==> src/rtl/parity_ram.sv <==
// parity_ram: parametrised word store with one parity bit per word, an INIT
// clearing sweep after reset, parity-fault injection on write, and an error
// log (sticky flag, saturating count, first failing address) fed by reads.
module parity_ram #(
  parameter int unsigned DATA_W  = 8,
  parameter int unsigned ADDR_W  = 3,
  parameter int unsigned ODD_PAR = 0,
  parameter int unsigned CNT_W   = 4
) (
  input  logic              clk,
  input  logic              rst,
  input  logic              wr_en,
  input  logic              rd_en,
  input  logic [ADDR_W-1:0] addr,
  input  logic [DATA_W-1:0] wdata,
  input  logic              inj_err,
  input  logic              clr_err,
  output logic              busy,
  output logic [DATA_W-1:0] rdata,
  output logic              rvalid,
  output logic              par_err,
  output logic              err_seen,
  output logic [CNT_W-1:0]  err_cnt,
  output logic [ADDR_W-1:0] err_addr
);

  localparam int unsigned DEPTH  = 1 << ADDR_W;
  localparam int unsigned WORD_W = DATA_W + 1;

  typedef enum logic {INIT, RUN} state_t;

  // Storage: parity bit lives in the MSB of each word.
  logic [WORD_W-1:0] mem [DEPTH];

  state_t            state_q, state_d;
  logic [ADDR_W-1:0] ptr_q, ptr_d;
  logic              busy_d;
  logic [DATA_W-1:0] rdata_d;
  logic              rvalid_d;
  logic              par_err_d;
  logic              err_seen_d;
  logic [CNT_W-1:0]  err_cnt_d;
  logic [ADDR_W-1:0] err_addr_d;

  logic              mem_we;
  logic [ADDR_W-1:0] mem_waddr;
  logic [WORD_W-1:0] mem_wword;
  logic [WORD_W-1:0] rd_word;
  logic              rd_perr;
  logic              par_cfg;

  assign par_cfg = 1'(ODD_PAR);

  // State and registered outputs.
  always_ff @(posedge clk or posedge rst) begin
    if (rst) begin
      state_q  <= INIT;
      ptr_q    <= '0;
      busy     <= 1'b1;
      rdata    <= '0;
      rvalid   <= 1'b0;
      par_err  <= 1'b0;
      err_seen <= 1'b0;
      err_cnt  <= '0;
      err_addr <= '0;
    end else begin
      state_q  <= state_d;
      ptr_q    <= ptr_d;
      busy     <= busy_d;
      rdata    <= rdata_d;
      rvalid   <= rvalid_d;
      par_err  <= par_err_d;
      err_seen <= err_seen_d;
      err_cnt  <= err_cnt_d;
      err_addr <= err_addr_d;
    end
  end

  // Memory write port; old contents are read combinationally, so a same-cycle
  // read of the written address returns the previous word.
  always_ff @(posedge clk) begin
    if (mem_we && !rst) begin
      mem[mem_waddr] <= mem_wword;
    end
  end

  // Next-state: INIT sweep, RUN-mode access, parity check and error log.
  always_comb begin
    state_d    = state_q;
    ptr_d      = ptr_q;
    busy_d     = busy;
    rdata_d    = rdata;
    rvalid_d   = 1'b0;
    par_err_d  = 1'b0;
    err_seen_d = err_seen;
    err_cnt_d  = err_cnt;
    err_addr_d = err_addr;
    mem_we     = 1'b0;
    mem_waddr  = ptr_q;
    mem_wword  = {par_cfg, DATA_W'(0)};
    rd_word    = mem[addr];
    rd_perr    = (^rd_word) ^ par_cfg;

    case (state_q)
      INIT: begin
        mem_we    = 1'b1;
        mem_waddr = ptr_q;
        mem_wword = {par_cfg, DATA_W'(0)};
        ptr_d     = ptr_q + ADDR_W'(1);
        if (ptr_q == ADDR_W'(DEPTH - 1)) begin
          state_d = RUN;
          busy_d  = 1'b0;
          ptr_d   = '0;
        end
      end
      RUN: begin
        if (wr_en) begin
          mem_we    = 1'b1;
          mem_waddr = addr;
          mem_wword = {(^wdata) ^ par_cfg ^ inj_err, wdata};
        end
        // Clear first so a simultaneous erroring read is logged on top of it.
        if (clr_err) begin
          err_seen_d = 1'b0;
          err_cnt_d  = '0;
          err_addr_d = '0;
        end
        if (rd_en) begin
          rdata_d   = rd_word[DATA_W-1:0];
          rvalid_d  = 1'b1;
          par_err_d = rd_perr;
          if (rd_perr) begin
            if (err_cnt_d != {CNT_W{1'b1}}) begin
              err_cnt_d = err_cnt_d + CNT_W'(1);
            end
            if (!err_seen_d) begin
              err_seen_d = 1'b1;
              err_addr_d = addr;
            end
          end
        end
      end
      default: state_d = INIT;
    endcase
  end

endmodule

==> config.mk <==
export PLATFORM = sky130hd
export DESIGN_NAME = parity_ram
export DESIGN_NICKNAME = d
export VERILOG_FILES = /design/src/rtl/parity_ram.sv
export SDC_FILE = /design/constraint.sdc
export NUM_CORES = 1
export LEC_CHECK = 0
export BUFFER_PORTS_ARGS = -buffer_cell sky130_fd_sc_hd__buf_4
export CORE_ASPECT_RATIO = 1.5
export CORE_MARGIN = 2
export CORE_UTILIZATION = 37
export DETAILED_ROUTE_END_ITERATION = 10
export PLACE_DENSITY = 0.51
export SLEW_MARGIN = 25
export SYNTH_ARGS = -nofsm -noshare
export SYNTH_HDL_FRONTEND = slang
export SYNTH_SLANG_ARGS = --single-unit
==> constraint.sdc <==
create_clock -name clk -period 4.1 [get_ports clk]
set_input_delay 0.41 -clock clk [delete_from_list [all_inputs] [get_ports clk]]
set_output_delay 0.41 -clock clk [all_outputs]
set_load 0.05 [all_outputs]
-- Word-level counts from Yosys, hierarchy flattened
Memory sizes are Yosys's and may differ from the RTL's.
Cells that the tools add are included.
- bits in latches: 0
- bits in read-only memories: 0
- bits in writable memories: 72
- memories: 1
- output and inout bits: 19
- word-level logic and storage cells: 50
- bits in registers: 23
- input bits: 17
- memory list (memory ; words ; width ; read ports ; clocked after memory_dff ; wr ports ; RTL line ; text):
    mem ; 8 ; 9 ; 1 ; 0 ; 1 ; 33 ; logic [WORD_W-1:0] mem [DEPTH];
- reductions and logical operators: 6
- bitwise logic cells: 2
- magnitude comparators: 0
- mux-type cells: 28
- shift-type cells: 0
- multiply operators: 0
- equality and inequality tests: 2
- div/mod/pow operators: 0
- add/subtract/negate cells: 2
- operator list (cell ; number):
    two-way mux 4 bit ; 5
    two-way mux 3 bit ; 6
    case mux 9 bit (2 select lines) ; 1
    two-way mux 1 bit ; 13
    two-way mux 9 bit ; 1
    parity 9 bit ; 1
    parity 8 bit ; 1
    case mux 3 bit (2 select lines) ; 1
    adder 4 x 1 -> 4 bit (second input constant) ; 1
    != test 4 bit (second input constant) ; 1
    AND reduction 2 bit ; 2
    adder 3 x 1 -> 3 bit (second input constant) ; 1
    equality test 3 bit (second input constant) ; 1
    case mux 1 bit (2 select lines) ; 1
    logical AND 1 bit ; 1
    zero test 1 bit ; 1
    inverter 1 bit ; 1
    XOR 1 bit ; 1

-- Depth between registers and ports, before layout
Gate-level depths: netlist of run 1.
- depth in word-level cells: 6
- mapped depth: 9

-- Worst setup path before layout of run 1
No wires, ideal clock.
- path kind: input to register
- start point: input addr[1]
- end point: register err_cnt[3]
- library setup time: 0.132 ns
- slack: 1.381 ns
- data arrival time: 2.587 ns
- data required time: 3.968 ns
- cell stages on the path: 9
- path buffers: 2
- cells stage by stage: buf_1 -> mux4_2 -> mux2i_1 -> xnor2_1 -> xnor2_1 -> xnor3_1 -> buf_2 -> o41ai_1 -> a2bb2oi_1
- longest elaborated chain between the ends: 4
- RTL lines (item ; RTL line ; text):
    from (decl) ; 14 ; input logic [ADDR_W-1:0] addr,
    memory (8 x 9 bit) ; - ;
    parity 9 bit ; 102 ; rd_perr = (^rd_word) ^ par_cfg;
    two-way mux 4 bit ; 132 ; if (rd_perr) begin
    two-way mux 4 bit ; 128 ; if (rd_en) begin
    to (signal assigned) ; 74 ; err_cnt <= err_cnt_d;
    to (decl) ; 23 ; output logic [CNT_W-1:0] err_cnt,
No other way between the ends.
A chain may end at the register's enable or synchronous reset.

-- Worst setup path in the final report of run 1
- start point: input addr[1]
- end point: register err_cnt[0]
Same word-level chain as after synthesis.

==> results.tsv, run 1 <==
metric	value	unit
outcome	completed	
r2r_cells	7	
p_leak	1.861	nW
finalHoldViolCount	0	
antenna_found_initial	1	
r2r_slack	1.29	ns
syn_area	4031	sq um
worstReg2RegEnd	err_cnt[0]$_DFFE_PP0P_	
die_w	89.23	um
slew_viol_final	0	
post_drt_via_cell_ratio	5.080	
fin_nets	319	
diodes	0	
io_pins	36	
die_h	131.8	um
portBuffers	35	
dieArea	11760	sq um
max_freq	342.9	MHz
cp_slowest_cell	xnor3_1	
gp_congestion	0.7416	
layout-drive-gt1-share	26.64	%
setup_violations	0	
final_common_cell	edfxtp_1	
power.density	484.4	nW/um^2
ys_warn_count	0	
async_reset_ff_share	24.21	%
wl	8263	um
syn_inst	254	
synth_edf_count	72	
num_rows	46	
holdBufCountCts	0	
synth_seq_cells	95	
tightest_slew	0.6264	ns
endpoint	err_cnt[0]$_DFFE_PP0P_	
post-route-drc-count	0	
clk_pin_slew	0.07	ns
start_util	38.07	%
maxCapViolations	0	
grt_max_degree	26	
startpoint_type	primary input	
cp.buffers_inverters	1	
cts_setup_buffers	0	
hp-class	in2async	
overflow	0	
synth.net_count	274	
grt_pass1_vias	2313	
cts-root-buf	clkbuf_16	
grt_setup_unrepaired	no	
ir_worst_vdd	0.2500	mV
fill_cells	960	
cts_tree	built	
crit_top_cell	xnor2_1	
fin_skew	0.008799	ns
ant_nets	0	
hold_slack	0.1187	ns
crit_fanout	21	
relSlewSlack	57.85	%
worstPathCellList	buf_4, mux4_2, mux2i_1, xnor2_1, xnor2_1, xnor3_1, o31a_1, or3_1	
insertion_delay	0.34	ns
cts_resized	0	
required	4.31	ns
final_area	4792	sq um
clockBufferDepth	2	
critPathMaxStageDelay	0.55	ns
synth-seq-area-share	67.94	%
syn2layout_area_growth	18.87	%
cp_top_family	XOR/XNOR gates	
crit_cells	8	
cts_num_sinks	95	
first_pass_iters	4	
grt_use_total	15.30	%
syn-mean-instance-area	15.87	sq um
yosysUniqueCellTypes	42	
period_needed	2.917	ns
place_area	4494	sq um
final_cell_mix	72 x edfxtp_1, 44 x buf_4, 23 x nand2_1, 22 x dfrtp_1, 18 x mux4_2	
wire_per_inst	18.44	um
setup_tns	0	ns
finalCritPeriodShare	71.14	%
endpoint_kind	register	
cp-startpoint	addr[1]	
critical_path_class	in2reg	
h-tree-depth	3	
drtIter0Drc	198	
grt_pass1_wl	13040	um
timing.rr.start	mem[6][5]$_DFFE_PP_	
design.core.area	10590	sq um
synth-main-ff-cell	edfxtp_1	
numCtsBuffers	9	
hpwl	5601	um
arrival	3.13	ns
vias	2276	
-- worst register-to-register path, stage by stage (launching register included) --
cell and delay (ns):
edfxtp_1 0.37, mux4_2 0.46, mux2i_1 0.28, xnor2_1 0.15
xnor2_1 0.23, xnor3_1 0.55, o31a_1 0.31, or3_1 0.35
-- final cells by class --
cell class              count  area, sq um  share of cell area, %
clock buffers              13        250.2                  5.222
multi-input cells         138         1206                  25.17
clock inverters             3        45.04                 0.9399
flip-flops and latches     95         2739                  57.15
inverters                  11        41.29                 0.8616
well taps                 144        180.2                  3.760
repair buffers             44        330.3                  6.893
-- state kept, by name, summed over array words and instances (netlist names) --
signal and cells:
par_err 1, ptr_q 3, err_addr 3, rvalid 1, mem 72, busy 1, err_seen 1, rdata 8
state_q 1, err_cnt 4
-- how the worst min path moves through the flow --
stage | from | to | depth (start not counted)
floorplan | rst | err_addr[0]$_DFFE_PP0P_ | 1
global placement | busy$_DFFE_PP1P_ | busy$_DFFE_PP1P_ | 1
detailed placement | busy$_DFFE_PP1P_ | busy$_DFFE_PP1P_ | 1
CTS | rst | rdata[0]$_DFFE_PP0P_ | 3
global route | rst | rdata[3]$_DFFE_PP0P_ | 3
finish | rst | rdata[0]$_DFFE_PP0P_ | 3
-- metal layers --
layer	track usage, %	up-vias	wire length, um
met5	0	-	0
met4	5.970	0	126
met3	3.319	8	396
met2	24.49	63	4289
met1	20.08	1141	3450
li1	-	1064	-
-- Yosys cell counts, types with 2 or more instances --
| library cell | count | area (sq um) |
|---|---|---|
| or3_1 | 2 | 12.51 |
| nor2b_1 | 2 | 12.51 |
| a21oi_1 | 2 | 10.01 |
| clkbuf_1 | 4 | 15.01 |
| nor3b_1 | 2 | 15.01 |
| a31o_1 | 3 | 26.28 |
| a31oi_1 | 4 | 25.02 |
| xnor2_1 | 12 | 105.1 |
| nor2_1 | 12 | 45.04 |
| mux2_2 | 2 | 22.52 |
| mux4_2 | 18 | 405.4 |
| o41ai_1 | 2 | 17.52 |
| mux2i_1 | 9 | 90.09 |
| xor2_1 | 2 | 17.52 |
| inv_1 | 9 | 33.78 |
| edfxtp_1 | 72 | 2162 |
| a21o_1 | 2 | 15.01 |
| dfrtp_1 | 22 | 550.5 |
| o2bb2ai_1 | 4 | 35.03 |
| o21ai_0 | 9 | 45.04 |
| o22ai_1 | 2 | 12.51 |
| nor4_1 | 3 | 18.77 |
| and3_1 | 8 | 50.05 |
| buf_1 | 3 | 11.26 |
| nand2_1 | 23 | 86.33 |
| ha_1 | 3 | 37.54 |
| buf_2 | 2 | 10.01 |
| nor3_1 | 2 | 10.01 |
-- cells by family (layout without fill, tap and decap cells) --
family	after synthesis	after routing	share of synthesized area (%)
AOI/OAI and AO/OA	33	33	5.618
xor gates and xnor gates	15	15	3.600
adders and majority gates	3	3	0.9312
buffers and inverters	21	71	2.203
DFF	95	95	67.94
muxes	29	29	12.85
and+or+nand+nor	58	58	6.859
-- where the power goes --
group | switching [mW] | total (mW) | internal, mW
clock network | 0.330 | 0.820 | 0.490
registers | 0.0306 | 1.11 | 1.08
logic | 0.254 | 0.391 | 0.137
-- stage by stage --
| stage | setup slack [ns] | instances | util, % | total power [mW] |
|---|---|---|---|---|
| finish | 1.183 | 448 | 45.25 | 2.321 |
| global placement | 0.7965 | 432 | 42.44 | 1.519 |
| detailed placement | 0.7776 | 432 | 42.44 | 1.524 |
| CTS | 1.134 | 448 | 45.23 | 2.346 |
| global route | 0.9975 | 448 | 45.25 | 2.424 |
| floorplan | 1.381 | 254 | - | 1.406 |
(Power assumes the default switching activity.)
==> run 2, diff against run 1 <==
--- a/config.mk
+++ b/config.mk
@@ -5,12 +5,13 @@
 export SDC_FILE = /design/constraint.sdc
 export NUM_CORES = 1
 export LEC_CHECK = 0
+export ABC_AREA = 1
 export BUFFER_PORTS_ARGS = -buffer_cell sky130_fd_sc_hd__buf_4
 export CORE_ASPECT_RATIO = 1.5
 export CORE_MARGIN = 2
 export CORE_UTILIZATION = 37
 export DETAILED_ROUTE_END_ITERATION = 10
-export PLACE_DENSITY = 0.51
+export PLACE_DENSITY = 0.5
 export SLEW_MARGIN = 25
 export SYNTH_ARGS = -nofsm -noshare
 export SYNTH_HDL_FRONTEND = slang
==> constraint.sdc (replaced) <==
create_clock -name clk -period 2.8 [get_ports clk]
set_input_delay 0.28 -clock clk [delete_from_list [all_inputs] [get_ports clk]]
set_output_delay 0.28 -clock clk [all_outputs]
set_load 0.05 [all_outputs]
==> results.tsv, run 2 <==
metric	value	unit
clockBufferDepth	2	
grt_pass1_vias	3351	
insertion_delay	0.34	ns
crit_fanout	21	
synthTopCellsByCount	206 x nand2_1, 80 x inv_1, 72 x edfxtp_1, 40 x nand3_1, 28 x nor2_1	
post_drt_via_cell_ratio	4.639	
grt_setup_unrepaired	no	
layout-drive-gt1-share	14.75	%
synth_seq_cells	95	
place_area	5167	sq um
relSlewSlack	38.63	%
crit_top_cell	nand2_1	
clk_pin_slew	0.07	ns
syn-mean-instance-area	8.826	sq um
finalCritPeriodShare	72.80	%
synth.most_common_cell	nand2_1	
worstPathCellList	buf_4, inv_2, nand3_1, nand2_1, o21ai_1, nand2_1, nand2_1, nand2_1, nand2_1, nand2_2, nand2_2, nand2_4, nand3_1, nand2_1, o21ai_1, nand2_1	
syn2layout_area_growth	14.20	%
io_pins	36	
gp_congestion	0.8557	
largest_reg_flops	72	
antenna_found_initial	0	
outcome	completed	
cts_tree	built	
overflow	0	
ir_worst_vdd	0.2489	mV
biggestRegsByFlops	mem x72, rdata x8, err_cnt x4	
setup_tns	0	ns
synth-main-ff-cell	edfxtp_1	
period_needed	2.038	ns
die_w	96.58	um
cp_slowest_cell	o21ai_1	
p_total	3.356	mW
synth_top_area_share	45.45	%
cts_resized	0	
hpwl	7540	um
ant_nets	0	
critical_path_class	in2reg	
endpoint_kind	register	
required	3.02	ns
wl	10850	um
hp-class	in2async	
num_rows	50	
diodes	0	
ys_warn_count	0	
startpoint_type	primary input	
final_cell_mix	206 x nand2_1, 80 x inv_1, 72 x edfxtp_1, 46 x buf_4, 40 x nand3_1	
die_h	142.9	um
async_reset_ff_share	24.21	%
final_core_util	43.42	%
design.core.area	12510	sq um
first_pass_iters	4	
grt_use_total	17.03	%
cp_top_family	simple AND/OR/NAND/NOR gates	
fill_cells	1229	
grt_max_degree	34	
vias	3428	
maxCapViolations	0	
fin_skew	0.006592	ns
p_leak	2.636	nW
tightest_slew	0.9195	ns
synth.net_count	559	
numCtsBuffers	9	
synth_area_leader_cell	edfxtp_1	
h-tree-depth	3	
drtIter0Drc	141	
final_common_cell	nand2_1	
post-route-drc-count	0	
cts_setup_buffers	0	
power.density	617.6	nW/um^2
cp.buffers_inverters	2	
start_util	38.02	%
dieArea	13800	sq um
dp_slack	0.3586	ns
fin_ws	0.7615	ns
slew_viol_final	0	
syn_inst	539	
critPathMaxStageDelay	0.30	ns
synth_area_leaders	edfxtp_1 45%, nand2_1 16%, dfrtp_1 12%	
max_freq	490.6	MHz
yosysUniqueCellTypes	29	
finalHoldViolCount	0	
grt_pass1_wl	17200	um
cts_num_sinks	95	
arrival	2.26	ns
holdBufCountCts	0	
synth-seq-area-share	57.57	%
synth_edf_count	72	
regArea	2739	sq um
setup_violations	0	
cts-root-buf	clkbuf_16	
final_area	5433	sq um
top_register	mem	
portBuffers	35	
fin_nets	598	
multiInputGateArea	1568	sq um
syn_area	4757	sq um
wire_per_inst	14.68	um
## run 2: changes by cell type after synthesis, moves of 16 or more
cell,before,now
nand3_1,1,40
inv_1,9,80
nand2_1,23,206
mux4_2,18,0
nor2_1,12,28
## run 2: report_power, final
group	switching [mW]	internal (mW)	total [mW]
sequential	0.0400	1.58	1.62
combinational	0.437	0.180	0.617
clock	0.518	0.605	1.12
total	0.995	2.36	3.36
## run 2: layer usage
metal	track usage [%]	vias up	part of all wire [%]
li1	-	1775	-
met1	18.71	1579	41
met2	31.36	60	53
met3	3.325	14	3.7
met4	6.746	0	2.4
met5	0	-	0
## run 2: through the flow
| stage | instances | hold slack [ns] |
|---|---|---|
| 2_1_floorplan | 539 | 0.2812 |
| 5_1_grt | 739 | 0.2181 |
| 3_3_place_gp | 723 | 0.4685 |
| 6_report | 739 | 0.1504 |
| 3_5_place_dp | 723 | 0.4742 |
| 4_1_cts | 739 | 0.1753 |
## run 2: kinds of logic (layout without fill, tap and decap cells)
logic type               after synthesis  count (layout)  synth area share, %
adder cells (fa/ha/maj)                3               3               0.7891
buffers and inverters                102             146                9.468
flip-flops                            95              95                57.58
XOR/XNOR                               8               8                1.473
AO/OA/AOI/OAI                         31              31                3.603
AND/OR/NAND/NOR                      300             300                27.09
## run 2: final timing paths
kind	from	cells after the start	endpoint	slack [ns]
setup / recovery	addr[1]	16	err_cnt[3]$_DFFE_PP0P_	0.76
hold / removal	rst	2	state_q$_DFF_PP0_	0.15
setup reg to reg	mem[1][3]$_DFFE_PP_	16	err_cnt[3]$_DFFE_PP0P_	0.82
hold reg to reg	busy$_DFFE_PP1P_	1	busy$_DFFE_PP1P_	0.48
max in group asynchronous	rst	2	rdata[6]$_DFFE_PP0P_	2.08
min in group clk	clr_err	4	err_seen$_DFFE_PP0P_	0.24
## run 2: area by class of cell
type / instances / share of cell area, %
multi-input cells: 342 / 28.86
flip-flops and latches: 95 / 50.41
clock buffers: 11 / 4.284
inverters: 84 / 5.896
clock inverters: 5 / 0.5988
repair buffers: 46 / 6.357
well taps: 156 / 3.593
## run 2: worst reg2reg max path, stage by stage (launching register included)
cell and delay [ns]:
edfxtp_1 0.37, inv_1 0.06, nand2_1 0.04, nand3_1 0.08, nand2_1 0.07, o21ai_1 0.30
nand2_1 0.08, nand2_1 0.10, nand2_1 0.05, nand2_1 0.07, nand2_2 0.08, nand2_2 0.09
nand2_4 0.09, nand3_1 0.12, nand2_1 0.06, o21ai_1 0.13, nand2_1 0.08
